==> src/rtl/us_serial_adapter_if.sv <==
// Host-side bundle of the ultrasonic serial adapter: the asynchronous LOAD/NEXT
// strobes, the four sensor words with their timeout flags, and the registered
// serial outputs.
interface us_serial_adapter_if #(
    parameter int unsigned DATA_W = 8
);
    logic                  LOAD;
    logic                  NEXT;
    logic [4*DATA_W-1:0]   US_DATA;
    logic [3:0]            US_TIMEOUT;
    logic                  SOUT;
    logic                  BUSY;
    logic                  FRAME_DONE;
    logic [5:0]            BIT_CNT;

    // Host / sensor side: drives strobes and sensor data, observes the stream.
    modport master (
        output LOAD, NEXT, US_DATA, US_TIMEOUT,
        input  SOUT, BUSY, FRAME_DONE, BIT_CNT
    );

    // Adapter side.
    modport slave (
        input  LOAD, NEXT, US_DATA, US_TIMEOUT,
        output SOUT, BUSY, FRAME_DONE, BIT_CNT
    );
endinterface

==> src/rtl/us_serial_adapter.sv <==
// Ultrasonic serial adapter: snapshots the four sensor distance words and their
// timeout flags on a host LOAD edge, then shifts the frame
// {HDR_TAG, timeouts, us1, us2, us3, us4} out MSB-first, one bit per NEXT edge.
// LOAD and NEXT are asynchronous to CLK and are synchronized here.
module us_serial_adapter #(
    parameter int unsigned DATA_W      = 8,
    parameter int unsigned SYNC_STAGES = 2,
    parameter logic [3:0]  HDR_TAG     = 4'hA
) (
    input logic                  CLK,
    input logic                  RESET,
    us_serial_adapter_if.slave   bus
);

    localparam int unsigned FRAME_W  = 8 + 4 * DATA_W;
    localparam logic [5:0]  LAST_IDX = 6'(FRAME_W - 1);

    typedef enum logic {
        IDLE,
        SHIFT
    } state_t;

    // Synchronizer chains, previous-value flops and derived single-cycle events.
    logic [SYNC_STAGES-1:0] load_sync;
    logic [SYNC_STAGES-1:0] next_sync;
    logic                   load_prev;
    logic                   next_prev;
    logic                   load_rise;
    logic                   next_rise;

    // Datapath and control state with their next values.
    state_t                 state, state_nxt;
    logic [FRAME_W-1:0]     shift_reg, shift_nxt;
    logic [5:0]             bit_cnt, cnt_nxt;
    logic                   busy_r, busy_nxt;
    logic                   done_r, done_nxt;
    logic [FRAME_W-1:0]     frame;

    // Bring LOAD and NEXT into the CLK domain and remember the last synchronized level.
    // NOTE: sequential state uses non-blocking assignments so every flop samples pre-edge values.
    always_ff @(posedge CLK or posedge RESET) begin
        if (RESET) begin
            load_sync <= '0;
            next_sync <= '0;
            load_prev <= 1'b0;
            next_prev <= 1'b0;
        end else begin
            load_sync <= {load_sync[SYNC_STAGES-2:0], bus.LOAD};
            next_sync <= {next_sync[SYNC_STAGES-2:0], bus.NEXT};
            load_prev <= load_sync[SYNC_STAGES-1];
            next_prev <= next_sync[SYNC_STAGES-1];
        end
    end

    assign load_rise = load_sync[SYNC_STAGES-1] & ~load_prev;
    assign next_rise = next_sync[SYNC_STAGES-1] & ~next_prev;

    // Sensor 1 sits in the LSBs of US_DATA but is transmitted first after the flags.
    assign frame = {HDR_TAG,
                    bus.US_TIMEOUT,
                    bus.US_DATA[0*DATA_W +: DATA_W],
                    bus.US_DATA[1*DATA_W +: DATA_W],
                    bus.US_DATA[2*DATA_W +: DATA_W],
                    bus.US_DATA[3*DATA_W +: DATA_W]};

    // Next-state and next-output decode; LOAD always takes priority over NEXT.
    // NOTE: every signal gets a default first so no path through this block infers a latch.
    always_comb begin
        state_nxt = state;
        shift_nxt = shift_reg;
        cnt_nxt   = bit_cnt;
        busy_nxt  = busy_r;
        done_nxt  = 1'b0;

        if (load_rise) begin
            // Capture (or restart) from either state; a coincident NEXT is dropped.
            state_nxt = SHIFT;
            shift_nxt = frame;
            cnt_nxt   = '0;
            busy_nxt  = 1'b1;
        end else begin
            case (state)
                IDLE: begin
                    // NEXT has nothing to advance while idle.
                end
                SHIFT: begin
                    if (next_rise) begin
                        if (bit_cnt == LAST_IDX) begin
                            // Last bit consumed: terminate instead of wrapping.
                            state_nxt = IDLE;
                            shift_nxt = '0;
                            cnt_nxt   = '0;
                            busy_nxt  = 1'b0;
                            done_nxt  = 1'b1;
                        end else begin
                            shift_nxt = {shift_reg[FRAME_W-2:0], 1'b0};
                            cnt_nxt   = bit_cnt + 6'd1;
                        end
                    end
                end
                default: begin
                    state_nxt = IDLE;
                    shift_nxt = '0;
                    cnt_nxt   = '0;
                    busy_nxt  = 1'b0;
                end
            endcase
        end
    end

    // State, shift register and output flops; reset abandons any frame without FRAME_DONE.
    always_ff @(posedge CLK or posedge RESET) begin
        if (RESET) begin
            state     <= IDLE;
            shift_reg <= '0;
            bit_cnt   <= '0;
            busy_r    <= 1'b0;
            done_r    <= 1'b0;
        end else begin
            state     <= state_nxt;
            shift_reg <= shift_nxt;
            bit_cnt   <= cnt_nxt;
            busy_r    <= busy_nxt;
            done_r    <= done_nxt;
        end
    end

    // The shift register is cleared whenever idle, so its MSB doubles as the idle-low SOUT.
    assign bus.SOUT       = shift_reg[FRAME_W-1];
    assign bus.BUSY       = busy_r;
    assign bus.FRAME_DONE = done_r;
    assign bus.BIT_CNT    = bit_cnt;

endmodule

==> src/flat_wrapper.sv <==
// flat-port wrapper written by rule: the top's interface ports become plain ports
module us_serial_adapter_flat 
#(
    parameter int unsigned DATA_W      = 8,
    parameter int unsigned SYNC_STAGES = 2,
    parameter logic [3:0]  HDR_TAG     = 4'hA
)
  (CLK, RESET, bus_LOAD, bus_NEXT, bus_US_DATA, bus_US_TIMEOUT, bus_SOUT, bus_BUSY, bus_FRAME_DONE, bus_BIT_CNT);
  us_serial_adapter_if #(.DATA_W(DATA_W)) bus_i ();
  input logic CLK;
  input logic RESET;
  input wire logic [$bits(bus_i.LOAD)-1:0] bus_LOAD;
  input wire logic [$bits(bus_i.NEXT)-1:0] bus_NEXT;
  input wire logic [$bits(bus_i.US_DATA)-1:0] bus_US_DATA;
  input wire logic [$bits(bus_i.US_TIMEOUT)-1:0] bus_US_TIMEOUT;
  output wire logic [$bits(bus_i.SOUT)-1:0] bus_SOUT;
  output wire logic [$bits(bus_i.BUSY)-1:0] bus_BUSY;
  output wire logic [$bits(bus_i.FRAME_DONE)-1:0] bus_FRAME_DONE;
  output wire logic [$bits(bus_i.BIT_CNT)-1:0] bus_BIT_CNT;
  assign bus_i.LOAD = bus_LOAD;
  assign bus_i.NEXT = bus_NEXT;
  assign bus_i.US_DATA = bus_US_DATA;
  assign bus_i.US_TIMEOUT = bus_US_TIMEOUT;
  assign bus_SOUT = bus_i.SOUT;
  assign bus_BUSY = bus_i.BUSY;
  assign bus_FRAME_DONE = bus_i.FRAME_DONE;
  assign bus_BIT_CNT = bus_i.BIT_CNT;
  us_serial_adapter #(.DATA_W(DATA_W), .SYNC_STAGES(SYNC_STAGES), .HDR_TAG(HDR_TAG)) u_core (.CLK(CLK), .RESET(RESET), .bus(bus_i));
endmodule
==> config.mk <==
export PLATFORM = sky130hd
export DESIGN_NAME = us_serial_adapter_flat
export DESIGN_NICKNAME = d
export VERILOG_FILES = /design/src/rtl/us_serial_adapter_if.sv /design/src/rtl/us_serial_adapter.sv /design/src/flat_wrapper.sv
export SDC_FILE = /design/constraint.sdc
export NUM_CORES = 1
export LEC_CHECK = 0
export BUFFER_PORTS_ARGS = -buffer_cell sky130_fd_sc_hd__clkbuf_2
export CAP_MARGIN = 20
export CELL_PAD_IN_SITES_DETAIL_PLACEMENT = 0
export CELL_PAD_IN_SITES_GLOBAL_PLACEMENT = 1
export CORE_MARGIN = 3
export CORE_UTILIZATION = 44
export CTS_CLUSTER_DIAMETER = 30
export DETAILED_ROUTE_END_ITERATION = 10
export PLACE_DENSITY_LB_ADDON = 0.12
export SYNTH_ARGS = -nofsm -noshare
export SYNTH_HDL_FRONTEND = slang
export SYNTH_SLANG_ARGS = --single-unit
==> constraint.sdc <==
create_clock -name CLK -period 4.1 [get_ports CLK]
set_clock_uncertainty 0.2 [all_clocks]
set_input_delay 1.23 -clock CLK [delete_from_list [all_inputs] [get_ports CLK]]
set_output_delay 1.23 -clock CLK [all_outputs]
set_load 0.02 [all_outputs]
==> metrics.txt, run 1 <==
Power Density 431 nW/um2; pre-CTS setup slack 1750 ps; FF-to-FF Start u_core.bus.BIT_CNT[0]; Synth Cell Area 2410 um2; Setup violations, final 0; number of post-CTS setup repair buffers 0; routed vias 2007; die area 6410 um2; TritonCTS Buffers 5; Initial Util 0.463; DRC Markers 0; CTS resizes 0; min Tclk post-route 2360 ps; Yosys top cell by area dfrtp_1; clock root buffer clkbuf_8; setup ws final 1740 ps; Seq/Total Area, Yosys 0.571; TritonCTS clock tree built; Critical path buffers and inverters 1; Slew HR 0.605; TritonRoute pass-1 iters 4; top-area cell type share of the netlist area 0.571; crit path kind reg2out; slowest CP cell dfrtp_1; Synth Area in XOR/XNOR 0.00726; Longest Clk Path Bufs 2; Final TNS setup 0 ps; Arr. time, crit path 930 ps; adder-cell area share of the yosys netlist 0.00519; Post-layout nets 348; Pleak 1.27 nW; latest clock arrival within the worst-skew pair 300 ps; WHS 165 ps; critical path peak fanout 6; status completed; Clk pin slew, worst setup/hold paths 90 ps; Setup crit start u_core.bus.BIT_CNT[3]; clk sinks 55; mean area per synthesized cell 8.97 um2; CTS H-tree lvls 2; Area Growth Syn to Fin 17.7%; unrepaired setup endpoints after global routing false; layout cell share with drive strength beyond 1 0.208; simple-gate share of the synthesized area 0.199; Slew Limit Fails 0; DP HPWL 3150 um; I/O Pins 49; routed len/inst 13.7 um; main combinational cell family by area after synthesis simple AND/OR/NAND/NOR gates; total core area 5200 um2; critical path cell sequence clkbuf_2; HP Start u_core.next_sync[0]; Final Core Density 0.546; fillcell total 521; FF+latch count, synth 55; CP Launch Type register; critical path's top delay family flip-flops; Worst Tran Pin Value 592 ps; n_diodes 0; DIE WIDTH 80.0 um; mux cell area share after synthesis 0; CP Capture Type output port; placed cells 369; Critical Path Max Stage Delay 430 ps; Hold Buf Count CTS 0; die extent in y 80.0 um; Post-Route WL 5160 um; final hold viol count 0; GRT Resource Usage Total 0.176; synth warn 0; PortBufs 48; final period utilization 0.575; Compound-Gate Fraction of Synth Area 0.173; largest net degree at the start of global routing 48; Max VDD drop 0.190 mV; max reg flops 40; dominant cells by area after synthesis dfrtp_1, a21oi_1, nand3_1; vias in the first global route 1991; FP Rows 26; Worst Path Required 2670 ps; Detail Route Antenna Nets 0; Yosys cell types 22; 1st-iter DRT viols 102; DR vias/cell 5.31; Placer Congestion 0.708; HP Class reg2reg; Gate Count Post-Synth 269; initial antenna violation count 0; Max Cap Violations 0; Max Freq 0.424 GHz; first-pass GRT wire length 8980 um; Final Non-Filler Cells 378; Mapped Nets 310; grt total ovfl 0
## per-layer routing
metal | global-route usage | vias up | share of wire
met5 | 0 | - | 0
met4 | 0.0507 | 0 | 0.013
met3 | 0.0395 | 9 | 0.044
met2 | 0.298 | 42 | 0.46
met1 | 0.224 | 953 | 0.49
li1 | - | 1003 | -
## final timing paths
| path | slack, ps | cells after the start | endpoint |
|---|---|---|---|
| worst max register to register | 1870 | 5 | u_core.bus.BIT_CNT[3] |
| max in group asynchronous | 2140 | 3 | u_core.shift_reg[3] |
| worst min-delay path | 170 | 0 | u_core.next_sync[1] |
| worst min register to register | 170 | 0 | u_core.next_sync[1] |
| min in group asynchronous | 770 | 2 | u_core.shift_reg[8] |
| worst max-delay path | 1740 | 1 | bus_BIT_CNT[3] |
## stage by stage
stage	power [W]	area, um2
global route	0.00129	2840
floorplan	0.000769	2410
detailed placement	0.000823	2680
CTS	0.00124	2810
finish	0.00123	2840
global placement	0.000818	2680
## cells in the mapped netlist, drive strengths merged
master	number
nand2b	2
and3b	1
nor2	39
o21ai	3
a21oi	79
or4b	1
buf	19
ha	1
nor4	1
nand4	2
inv	1
nand2	14
o211ai	1
xor2	2
nand3	41
nor3	1
clkbuf	4
nand3b	1
dfrtp	55
nor2b	1
## area by class of cell
class,instances,area (um2),share of cell area
clock inverters,2,60.1,0.0211
well taps,70,87.6,0.0308
clock buffers,6,72.6,0.0256
repair buffers,54,305,0.107
inverters,1,3.75,0.00132
multi-input cells,190,935,0.329
flip-flops and latches,55,1380,0.485
## report_power, final
group | leakage (nW) | internal, W | total (W) | switching [W]
clock | 0.0654 | 0.000244 | 0.000413 | 0.000169
sequential | 0.645 | 0.000610 | 0.000648 | 0.0000378
combinational | 0.555 | 0.0000737 | 0.000165 | 0.0000910
## kinds of logic after synthesis
kind of cell	count (synthesis)
XOR/XNOR	2
adder cells (fa/ha/maj)	1
flip-flops	55
buffers and inverters	24
AO/OA/AOI/OAI	83
AND/OR/NAND/NOR	104
## cell usage in the layout (no fill, tap or decap), types with 2 or more instances in the layout
cell,n
xor2_1,2
dfrtp_1,55
o21ai_0,3
bufinv_16,2
clkbuf_2,48
buf_4,5
nand3_1,41
nand2_1,14
nor2_1,39
nand2b_1,2
a21oi_1,79
clkbuf_8,5
Power figures use the tool's default switching activity.
==> run 2: changes to the inputs <==
--- a/config.mk
+++ b/config.mk
@@ -10,7 +10,7 @@
 export CELL_PAD_IN_SITES_DETAIL_PLACEMENT = 0
 export CELL_PAD_IN_SITES_GLOBAL_PLACEMENT = 1
 export CORE_MARGIN = 3
-export CORE_UTILIZATION = 44
+export CORE_UTILIZATION = 40
 export CTS_CLUSTER_DIAMETER = 30
 export DETAILED_ROUTE_END_ITERATION = 10
 export PLACE_DENSITY_LB_ADDON = 0.12
==> constraint.sdc (replaced) <==
create_clock -name CLK -period 2.2 [get_ports CLK]
set_clock_uncertainty 0.2 [all_clocks]
set_input_delay 0.66 -clock CLK [delete_from_list [all_inputs] [get_ports CLK]]
set_output_delay 0.66 -clock CLK [all_outputs]
set_load 0.02 [all_outputs]
==> run 2 against run 1 <==
Utilization decreased by 4.5 points; routed wire length increased by 3.6%; via count decreased by 1.1%; cell area about the same.
==> metrics.txt, run 2 (synthesis gave the netlist of run 1 again) <==
status completed; TritonCTS Buffers 5; Pleak 1.26 nW; DIE WIDTH 83.7 um; final hold viol count 0; routed vias 1985; CTS resizes 0; FF-to-FF Start u_core.bus.BIT_CNT[0]; vias in the first global route 2046; crit path kind reg2out; die area 7000 um2; Longest Clk Path Bufs 2; critical path cell sequence clkbuf_2; WHS 159 ps; critical path peak fanout 5; reg2reg path depth 5; clk sinks 55; Area Growth Syn to Fin 17.7%; TritonRoute pass-1 iters 4; final period utilization 0.833; Final TNS setup 0 ps; Max VDD drop 0.326 mV; TritonCTS clock tree built; PortBufs 48; Worst Path Required 1340 ps; latest clock arrival within the worst-skew pair 300 ps; Setup violations, final 0; clock root buffer clkbuf_8; Post-layout nets 352; Final Non-Filler Cells 383; Detail Route Antenna Nets 0; CP Launch Type register; HP Start u_core.next_sync[0]; Hold Buf Count CTS 0; stages on the worst setup path 1; fillcell total 585; layout cell share with drive strength beyond 1 0.215; CP Capture Type output port; leading cell types in the layout, fill and taps excluded a21oi_1, dfrtp_1, clkbuf_2, nand3_1, nor2_1; FP Rows 27; most common cell after layout, fill and taps aside a21oi_1; Critical Path Max Stage Delay 460 ps; DR vias/cell 5.18; Arr. time, crit path 970 ps; unrepaired setup endpoints after global routing false; critical path's top delay family flip-flops; CTS H-tree lvls 2; Worst Hold Path Cells 0; min Tclk post-route 1830 ps; first-pass GRT wire length 9250 um; Slew HR 0.735; DP HPWL 3300 um; Max Freq 0.546 GHz; multi-input logic area 935 um2; placed cells 376; Reg area 1380 um2; Placer Congestion 0.737; routed len/inst 14.0 um; Worst Tran Pin Value 398 ps; Clk pin slew, worst setup/hold paths 100 ps; n_diodes 0; Slew Limit Fails 0; Power Density 765 nW/um2; Critical path buffers and inverters 1; slowest CP cell dfrtp_1; Setup crit start u_core.bus.BIT_CNT[5]; Post-Route WL 5350 um; Initial Util 0.425; max reg flops 40; number of post-CTS setup repair buffers 0; HP Class reg2reg; I/O Pins 49; Max Cap Violations 0; die extent in y 83.7 um; grt total ovfl 0; total core area 5680 um2; DRC Markers 0; GRT Resource Usage Total 0.159; largest net degree at the start of global routing 56; Final Core Density 0.500; initial antenna violation count 0; 1st-iter DRT viols 114
## run 2: final timing paths
check	slack, ps	to
setup / recovery	370	bus_BIT_CNT[5]
hold / removal	160	u_core.next_sync[1]
setup reg to reg	410	u_core.state
hold reg to reg	160	u_core.next_sync[1]
max in group asynchronous	1330	u_core.shift_reg[9]
min in group asynchronous	190	u_core.bus.BIT_CNT[4]
## run 2: cell type report
class | count | area share
multi-input cells | 190 | 0.329
inverters | 1 | 0.00264
clock buffers | 6 | 0.0256
flip-flops and latches | 55 | 0.485
well taps | 72 | 0.0317
repair buffers | 58 | 0.115
clock inverters | 1 | 0.0106
## run 2: report_power, final
group | internal (W) | switching, W
Sequential | 0.00114 | 0.0000716
Clock | 0.000334 | 0.000319
Combinational | 0.000140 | 0.000170
## run 2: metal layers
layer,GRT usage,vias up,share of wire
met3,0.0336,6,0.033
met4,0.0526,0,0.0099
li1,-,1010,-
met1,0.202,929,0.49
met2,0.268,40,0.47
met5,0,-,0
## run 2: per-stage QoR
step           area, um2  power [W]  setup slack [ps]
2_1_floorplan       2420    0.00143               495
3_3_place_gp        2740    0.00154               470
3_5_place_dp        2740    0.00154               428
4_1_cts             2840    0.00220               356
5_1_grt             2840    0.00230               160
6_report            2840    0.00217               368
